**src/rtl/stack_ctrl_pkg.sv**
```systemverilog
// Shared encodings for the stack controller: FSM states, SP-select codes
// (matching the SP register block) and the PUSH/POP operation select.
package stack_ctrl_pkg;

   typedef enum logic [3:0] {
      S_IDLE,
      S_DEC1,
      S_WR_HI,
      S_DEC2,
      S_WR_LO,
      S_RD_LO,
      S_INC1,
      S_RD_HI,
      S_INC2,
      S_DONE
   } state_e;

   localparam logic [2:0] SP_HOLD         = 3'd0;
   localparam logic [2:0] SP_INCR         = 3'd1;
   localparam logic [2:0] SP_DECR         = 3'd2;
   localparam logic [2:0] SP_TEMP_BUF     = 3'd3;
   localparam logic [2:0] SP_DATA_BUS_REL = 3'd4;

   localparam logic OP_PUSH = 1'b0;
   localparam logic OP_POP  = 1'b1;

   function automatic logic is_access(state_e s);
      return s inside {S_WR_HI, S_WR_LO, S_RD_LO, S_RD_HI};
   endfunction

endpackage

```
**src/rtl/stack_ctrl_if.sv**
```systemverilog
// Operation request, SP register and byte-memory signals of the stack
// controller; master = requester/SP block/memory, slave = controller.
interface stack_ctrl_if;
   import stack_ctrl_pkg::*;

   logic        op_start;
   logic        op_pop;
   logic [15:0] push_data;
   logic [15:0] sp;
   logic [7:0]  mem_rdata;
   logic        mem_ready;
   logic [2:0]  sp_sel;
   logic [15:0] mem_addr;
   logic [7:0]  mem_wdata;
   logic        mem_rd;
   logic        mem_wr;
   logic        busy;
   logic        done;
   logic [15:0] pop_data;
   logic        fault;

   modport master (
      output op_start, op_pop, push_data, sp, mem_rdata, mem_ready,
      input  sp_sel, mem_addr, mem_wdata, mem_rd, mem_wr,
      input  busy, done, pop_data, fault
   );

   modport slave (
      input  op_start, op_pop, push_data, sp, mem_rdata, mem_ready,
      output sp_sel, mem_addr, mem_wdata, mem_rd, mem_wr,
      output busy, done, pop_data, fault
   );

endinterface

```
**src/rtl/stack_ctrl.sv**
```systemverilog
// 16-bit PUSH/POP sequencer over an 8-bit memory and an external SP block.
// STACK_CTRL_TIMEOUT_EN adds a per-access mem_ready timeout with fault.
module stack_ctrl
   import stack_ctrl_pkg::*;
#(
   parameter int unsigned MEM_TIMEOUT = 15
) (
   input logic         clock,
   input logic         reset,
   stack_ctrl_if.slave bus
);

   state_e      state_q, state_d;
   logic [15:0] data_q, data_d;
   logic [15:0] pop_q, pop_d;
   logic        acc;
   logic        tmo;

   assign acc = is_access(state_q);

`ifdef STACK_CTRL_TIMEOUT_EN
   localparam int unsigned CW = $clog2(MEM_TIMEOUT + 1);

   logic [CW-1:0] cnt_q, cnt_d;
   logic          fault_q, fault_d;

   // Counter restarts on every entry since access states are never adjacent.
   assign cnt_d   = acc ? cnt_q + CW'(1) : '0;
   assign tmo     = acc && !bus.mem_ready && (cnt_q == CW'(MEM_TIMEOUT - 1));
   assign fault_d = tmo;

   always_ff @(posedge clock) begin
      if (reset) begin
         cnt_q   <= '0;
         fault_q <= 1'b0;
      end else begin
         cnt_q   <= cnt_d;
         fault_q <= fault_d;
      end
   end

   assign bus.fault = fault_q;
`else
   logic unused_timeout;

   assign tmo            = 1'b0;
   assign unused_timeout = ^MEM_TIMEOUT;
   assign bus.fault      = 1'b0;
`endif

   always_ff @(posedge clock) begin
      if (reset) begin
         state_q <= S_IDLE;
         data_q  <= '0;
         pop_q   <= '0;
      end else begin
         state_q <= state_d;
         data_q  <= data_d;
         pop_q   <= pop_d;
      end
   end

   always_comb begin
      state_d       = state_q;
      data_d        = data_q;
      pop_d         = pop_q;
      bus.sp_sel    = SP_HOLD;
      bus.mem_addr  = '0;
      bus.mem_wdata = '0;
      bus.mem_rd    = 1'b0;
      bus.mem_wr    = 1'b0;
      unique case (state_q)
         S_IDLE: begin
            if (bus.op_start) begin
               data_d  = bus.push_data;
               state_d = (bus.op_pop == OP_POP) ? S_RD_LO : S_DEC1;
            end
         end
         S_DEC1: begin
            bus.sp_sel = SP_DECR;
            state_d    = S_WR_HI;
         end
         S_WR_HI: begin
            bus.mem_addr  = bus.sp;
            bus.mem_wr    = 1'b1;
            bus.mem_wdata = data_q[15:8];
            if (bus.mem_ready) state_d = S_DEC2;
         end
         S_DEC2: begin
            bus.sp_sel = SP_DECR;
            state_d    = S_WR_LO;
         end
         S_WR_LO: begin
            bus.mem_addr  = bus.sp;
            bus.mem_wr    = 1'b1;
            bus.mem_wdata = data_q[7:0];
            if (bus.mem_ready) state_d = S_DONE;
         end
         S_RD_LO: begin
            bus.mem_addr = bus.sp;
            bus.mem_rd   = 1'b1;
            if (bus.mem_ready) begin
               pop_d[7:0] = bus.mem_rdata;
               state_d    = S_INC1;
            end
         end
         S_INC1: begin
            bus.sp_sel = SP_INCR;
            state_d    = S_RD_HI;
         end
         S_RD_HI: begin
            bus.mem_addr = bus.sp;
            bus.mem_rd   = 1'b1;
            if (bus.mem_ready) begin
               pop_d[15:8] = bus.mem_rdata;
               state_d     = S_INC2;
            end
         end
         S_INC2: begin
            bus.sp_sel = SP_INCR;
            state_d    = S_DONE;
         end
         S_DONE:  state_d = S_IDLE;
         default: state_d = S_IDLE;
      endcase
      if (tmo) state_d = S_DONE;
   end

   assign bus.busy     = (state_q != S_IDLE);
   assign bus.done     = (state_q == S_DONE);
   assign bus.pop_data = pop_q;

endmodule

```
**src/flat_wrapper.sv**
```systemverilog
// flat-port wrapper written by rule: the top's interface ports become plain ports
module stack_ctrl_flat import stack_ctrl_pkg::*;
#(
   parameter int unsigned MEM_TIMEOUT = 15
)
  (clock, reset, bus_op_start, bus_op_pop, bus_push_data, bus_sp, bus_mem_rdata, bus_mem_ready, bus_sp_sel, bus_mem_addr, bus_mem_wdata, bus_mem_rd, bus_mem_wr, bus_busy, bus_done, bus_pop_data, bus_fault);
  stack_ctrl_if bus_i ();
  input logic clock;
  input logic reset;
  input wire logic [$bits(bus_i.op_start)-1:0] bus_op_start;
  input wire logic [$bits(bus_i.op_pop)-1:0] bus_op_pop;
  input wire logic [$bits(bus_i.push_data)-1:0] bus_push_data;
  input wire logic [$bits(bus_i.sp)-1:0] bus_sp;
  input wire logic [$bits(bus_i.mem_rdata)-1:0] bus_mem_rdata;
  input wire logic [$bits(bus_i.mem_ready)-1:0] bus_mem_ready;
  output wire logic [$bits(bus_i.sp_sel)-1:0] bus_sp_sel;
  output wire logic [$bits(bus_i.mem_addr)-1:0] bus_mem_addr;
  output wire logic [$bits(bus_i.mem_wdata)-1:0] bus_mem_wdata;
  output wire logic [$bits(bus_i.mem_rd)-1:0] bus_mem_rd;
  output wire logic [$bits(bus_i.mem_wr)-1:0] bus_mem_wr;
  output wire logic [$bits(bus_i.busy)-1:0] bus_busy;
  output wire logic [$bits(bus_i.done)-1:0] bus_done;
  output wire logic [$bits(bus_i.pop_data)-1:0] bus_pop_data;
  output wire logic [$bits(bus_i.fault)-1:0] bus_fault;
  assign bus_i.op_start = bus_op_start;
  assign bus_i.op_pop = bus_op_pop;
  assign bus_i.push_data = bus_push_data;
  assign bus_i.sp = bus_sp;
  assign bus_i.mem_rdata = bus_mem_rdata;
  assign bus_i.mem_ready = bus_mem_ready;
  assign bus_sp_sel = bus_i.sp_sel;
  assign bus_mem_addr = bus_i.mem_addr;
  assign bus_mem_wdata = bus_i.mem_wdata;
  assign bus_mem_rd = bus_i.mem_rd;
  assign bus_mem_wr = bus_i.mem_wr;
  assign bus_busy = bus_i.busy;
  assign bus_done = bus_i.done;
  assign bus_pop_data = bus_i.pop_data;
  assign bus_fault = bus_i.fault;
  stack_ctrl #(.MEM_TIMEOUT(MEM_TIMEOUT)) u_core (.clock(clock), .reset(reset), .bus(bus_i));
endmodule
```
**config.mk**
```make
export PLATFORM = sky130hd
export DESIGN_NAME = stack_ctrl_flat
export DESIGN_NICKNAME = d
export VERILOG_FILES = /design/src/rtl/stack_ctrl_pkg.sv /design/src/rtl/stack_ctrl_if.sv /design/src/rtl/stack_ctrl.sv /design/src/flat_wrapper.sv
export SDC_FILE = /design/constraint.sdc
export NUM_CORES = 1
export LEC_CHECK = 0
export ABC_CLOCK_PERIOD_IN_PS = 2000
export BUFFER_PORTS_ARGS = -buffer_cell sky130_fd_sc_hd__buf_2
export CAP_MARGIN = 20
export CORE_UTILIZATION = 35
export CTS_BUF_LIST = sky130_fd_sc_hd__clkbuf_4 sky130_fd_sc_hd__clkbuf_8
export CTS_CLUSTER_SIZE = 25
export DETAILED_ROUTE_END_ITERATION = 6
export GPL_TIMING_DRIVEN = 0
export HOLD_SLACK_MARGIN = 0.02
export MAX_ROUTING_LAYER = met4
export PLACE_DENSITY_LB_ADDON = 0.12
export SYNTH_ARGS = -nofsm -noshare
export SYNTH_HDL_FRONTEND = slang
export SYNTH_SLANG_ARGS = --single-unit
```
**constraint.sdc**
```tcl
create_clock -name clock -period 2 [get_ports clock]
set_input_delay 0.6 -clock clock [delete_from_list [all_inputs] [get_ports clock]]
set_output_delay 0.6 -clock clock [all_outputs]
set_load 0.1 [all_outputs]
```
==> qor.csv <==
stage,metric,value,unit
floorplanning,ios,93,
floorplanning,dieArea,6184,um2
clocking,cts.reportedPaths.clkPinSlew,0.07,ns
global_routing,grt_pass1_wl,10270,um
layout,drive_gt1_share,54.05,%
setup_path,cp-end-kind,output pin,
power,powerDensity,1672,nW/um2
placed_design,placed_cells,384,
layout,stdcell_area,3642,um2
logic_synthesis,synthSimpleGateAreaFrac,35.91,%
clocking,clk_latency,0.29,ns
logic_synthesis,yosysSeqAreaShare,35.06,%
floorplanning,fp.dieW,78.64,um
global_routing,grt_usage,22.39,%
timing,rsz0062_at_grt,yes,
setup_path,path_cells,buf_6 > nor2b_4 > xnor2_4 > buf_12 > nor3b_4 > buf_12,
floorplanning,coreArea,5574,um2
clocking,cts.sinks,36,
power,p_leak,1.502,nW
setup_path,startpoint_type,register,
setup_path,crit_arrival,1.66,ns
timing,timing.final.crit_share,112.9,%
setup_path,cp_top_family,buffers and inverters,
min_path,hold-path-cell-count,2,
logic_synthesis,synth-compound-area-share,6.147,%
logic_synthesis,syn-cell-area,2056,um2
clocking,ctsHoldBuffers,0,
global_routing,grt_pass1_vias,2032,
layout,instances_no_fill,405,
logic_synthesis,syn_inst,222,
logic_synthesis,yosys_register_bits,36,
setup_path,path_common_cell,buf_12,
clocking,clockBufferDepth,2,
placed_design,port_buffers,89,
floorplanning,initial_core_util,36.88,%
status,violations,setup timing,
setup_path,cp.required,1.40,ns
setup_path,cp.depth,6,
detailed_routing,routed_via_density,4.849,
min_path,min_path_type,register to register,
logic_synthesis,ys_types,37,
floorplanning,rows,27,
setup_path,critPathBufInv,3,
setup_path,cp_slowest_cell,dfxtp_2,
timing,maxSlewViolCount,0,
setup_path,path_max_fanout,6,
setup_path,ff2ff_path_depth,8,
clocking,root_buffer,clkbuf_8,
placed_design,placed_area,2856,um2
placed_design,gp_routability_congestion,0.7825,
detailed_routing,drtIter0Drc,95,
global_routing,grt_antenna_before_repair,0,
status,status,"complete, but fails checks",
detailed_routing,ant_nets,0,
logic_synthesis,yosys-mux-area-fraction,15.58,%
timing,worst_slack,-0.2580,ns
clocking,cts_max_level,2,
layout,syn2layout_area_growth,77.18,%
detailed_routing,wire_per_inst,16.09,um
power,ir_worst_vdd,1336,uV
logic_synthesis,synth_top_family_by_area,simple AND/OR/NAND/NOR gates,
layout,fin_nets,378,
detailed_routing,drtPass1Iterations,4,
job,drv_cap,0,
placed_design,place_ws,-0.3506,ns
global_routing,grt_max_degree,11,
timing,setup_viol,27,
clocking,numCtsBuffers,5,
setup_path,crit_type,register to output pin,
detailed_routing,remaining_drc_errors,0,
logic_synthesis,yosysTopAreaCellShare,35.06,%
layout,nFillCells,428,
logic_synthesis,yosys_warnings,0,
setup_path,critPathMaxStageDelay,0.33,ns
layout,insertedDiodeCount,0,
logic_synthesis,avgSynthCellArea,9.260,um2
placed_design,dp_hpwl,3830,um
logic_synthesis,synth_top_area_cell,dfxtp_1,
logic_synthesis,synthXorXnorAreaFrac,1.217,%
timing,fmax,442.9,MHz
timing,hold_violations,0,
global_routing,grt_overflow,0,
floorplanning,die_h,78.64,um
logic_synthesis,synth.area.top_cells,"dfxtp_1 35%, nand2b_1 18%, mux2i_1 16%, nor3b_2 6.1%, a22oi_1 2.9%",
clocking,tritoncts,built,
detailed_routing,vias,1964,
timing,finalClockSkew,0.006551,ns
detailed_routing,drt_wl_total,6515,um
timing,min_period,2.258,ns
logic_synthesis,synth_fa_ha_area_share,0,%
## final cells by class
| class | count | area, um2 | share of cell area [%] |
|---|---|---|---|
| Buffer | 20 | 171.4 | 4.706 |
| Clock buffer | 6 | 76.32 | 2.096 |
| Clock inverter | 1 | 5.005 | 0.1374 |
| Inverter | 1 | 3.754 | 0.1031 |
| Multi-Input combinational cell | 165 | 1528 | 41.94 |
| Sequential cell | 36 | 730.7 | 20.06 |
| Tap cell | 72 | 90.09 | 2.473 |
| Timing Repair Buffer | 104 | 1037 | 28.48 |
## timing repair
item                                    in CTS  in global routing
setup buffers                               10                  2
endpoints found under the setup margin      29                 29
pin swaps                                    6                 11
gates resized for setup                    145                 16
gates cloned                                 3                  0
## path summary, 6_finish.rpt
path	from	end	slack, ns
setup reg to reg	u_core.state_q[0]$_SDFFE_PP0P_	u_core.data_q[12]$_SDFFE_PP0P_	0.35
setup / recovery	u_core.state_q[0]$_SDFFE_PP0P_	bus_mem_addr[2]	-0.26
hold reg to reg	u_core.bus.pop_data[8]$_SDFFE_PP0P_	u_core.bus.pop_data[8]$_SDFFE_PP0P_	0.47
hold / removal	u_core.bus.pop_data[8]$_SDFFE_PP0P_	u_core.bus.pop_data[8]$_SDFFE_PP0P_	0.47
## cells in the final DEF (no fill, tap or decap), types with 2 or more instances in the layout
cell type and count:
buf_12 31, buf_2 61, nand2b_1 60, buf_6 9, a21oi_1 3, nor3b_4 16, clkbuf_8 6, buf_4 14
nor2_4 10, dfxtp_4 2, nor2_1 2, conb_1 2, or3_1 2, dfxtp_2 2, a22oi_2 8, dfxtp_1 32
clkbuf_1 6, nor2b_4 3, mux2i_1 32, nor2_2 2, nor4_1 2
## layer usage
layer | vias up | share of wire (%) | routed length, um | GRT usage, %
met1 | 942 | 42 | 2765 | 25.78
met5 | - | 0 | 0 | -
met2 | 56 | 52 | 3383 | 39.30
li1 | 961 | - | - | -
met4 | 0 | 0.92 | 60 | 5.926
met3 | 5 | 4.7 | 306 | 4.535
## registers in the layout (all words and copies together) (netlist names)
| register | cells |
|---|---|
| u_core.bus.pop_data | 16 |
| u_core.data_q | 16 |
| u_core.state_q | 4 |
## synth_stat cells (all sizes together)
| master | n |
|---|---|
| or3 | 2 |
| conb | 1 |
| nor2b | 5 |
| a21oi | 4 |
| or2 | 2 |
| nor4 | 2 |
| nor3 | 2 |
| and2 | 2 |
| o21a | 1 |
| o21ai | 1 |
| clkbuf | 7 |
| mux2i | 32 |
| o22a | 1 |
| xnor2 | 1 |
| and3 | 2 |
| inv | 1 |
| o32a | 1 |
| nor3b | 16 |
| or3b | 1 |
| nand2 | 2 |
| xor2 | 1 |
| nand2b | 60 |
| a22oi | 8 |
| a31oi | 1 |
| nor2 | 14 |
| buf | 14 |
| nand3 | 1 |
| a311oi | 1 |
| dfxtp | 36 |
## kinds of logic (layout without fill, tap and decap cells)
kind of cell,count (synthesis),in the layout
AND/OR/NAND/NOR,111,111
flip-flops,36,36
multiplexers,32,32
buffers and inverters,22,132
AO/OA/AOI/OAI,18,18
XOR/XNOR,2,2
other,1,2
## tightest hold or removal path, delay by kind of cell (launching register included)
family	cells	cell delay, ns
flip-flops	1	0.31
AND/OR/NAND/NOR	1	0.06
multiplexers	1	0.06
## through the flow
step                      power, W  TNS, ns  utilization (%)  hold WS [ns]
after global routing      0.006296   -6.233            65.34        0.4902
final                     0.006090   -4.776            65.34        0.4725
after detailed placement  0.004278   -5.217            51.25        0.4626
after global placement    0.004256   -4.875            51.25        0.4596
after floorplan           0.003841   -6.212                -        0.4484
after CTS                 0.005955   -4.441            64.60        0.4768
## report_power, final
part | switching [W] | internal, W
clock network | 0.000264 | 0.000251
registers | 0.0000932 | 0.000847
logic | 0.00282 | 0.00182
(Power assumes the default switching activity.)
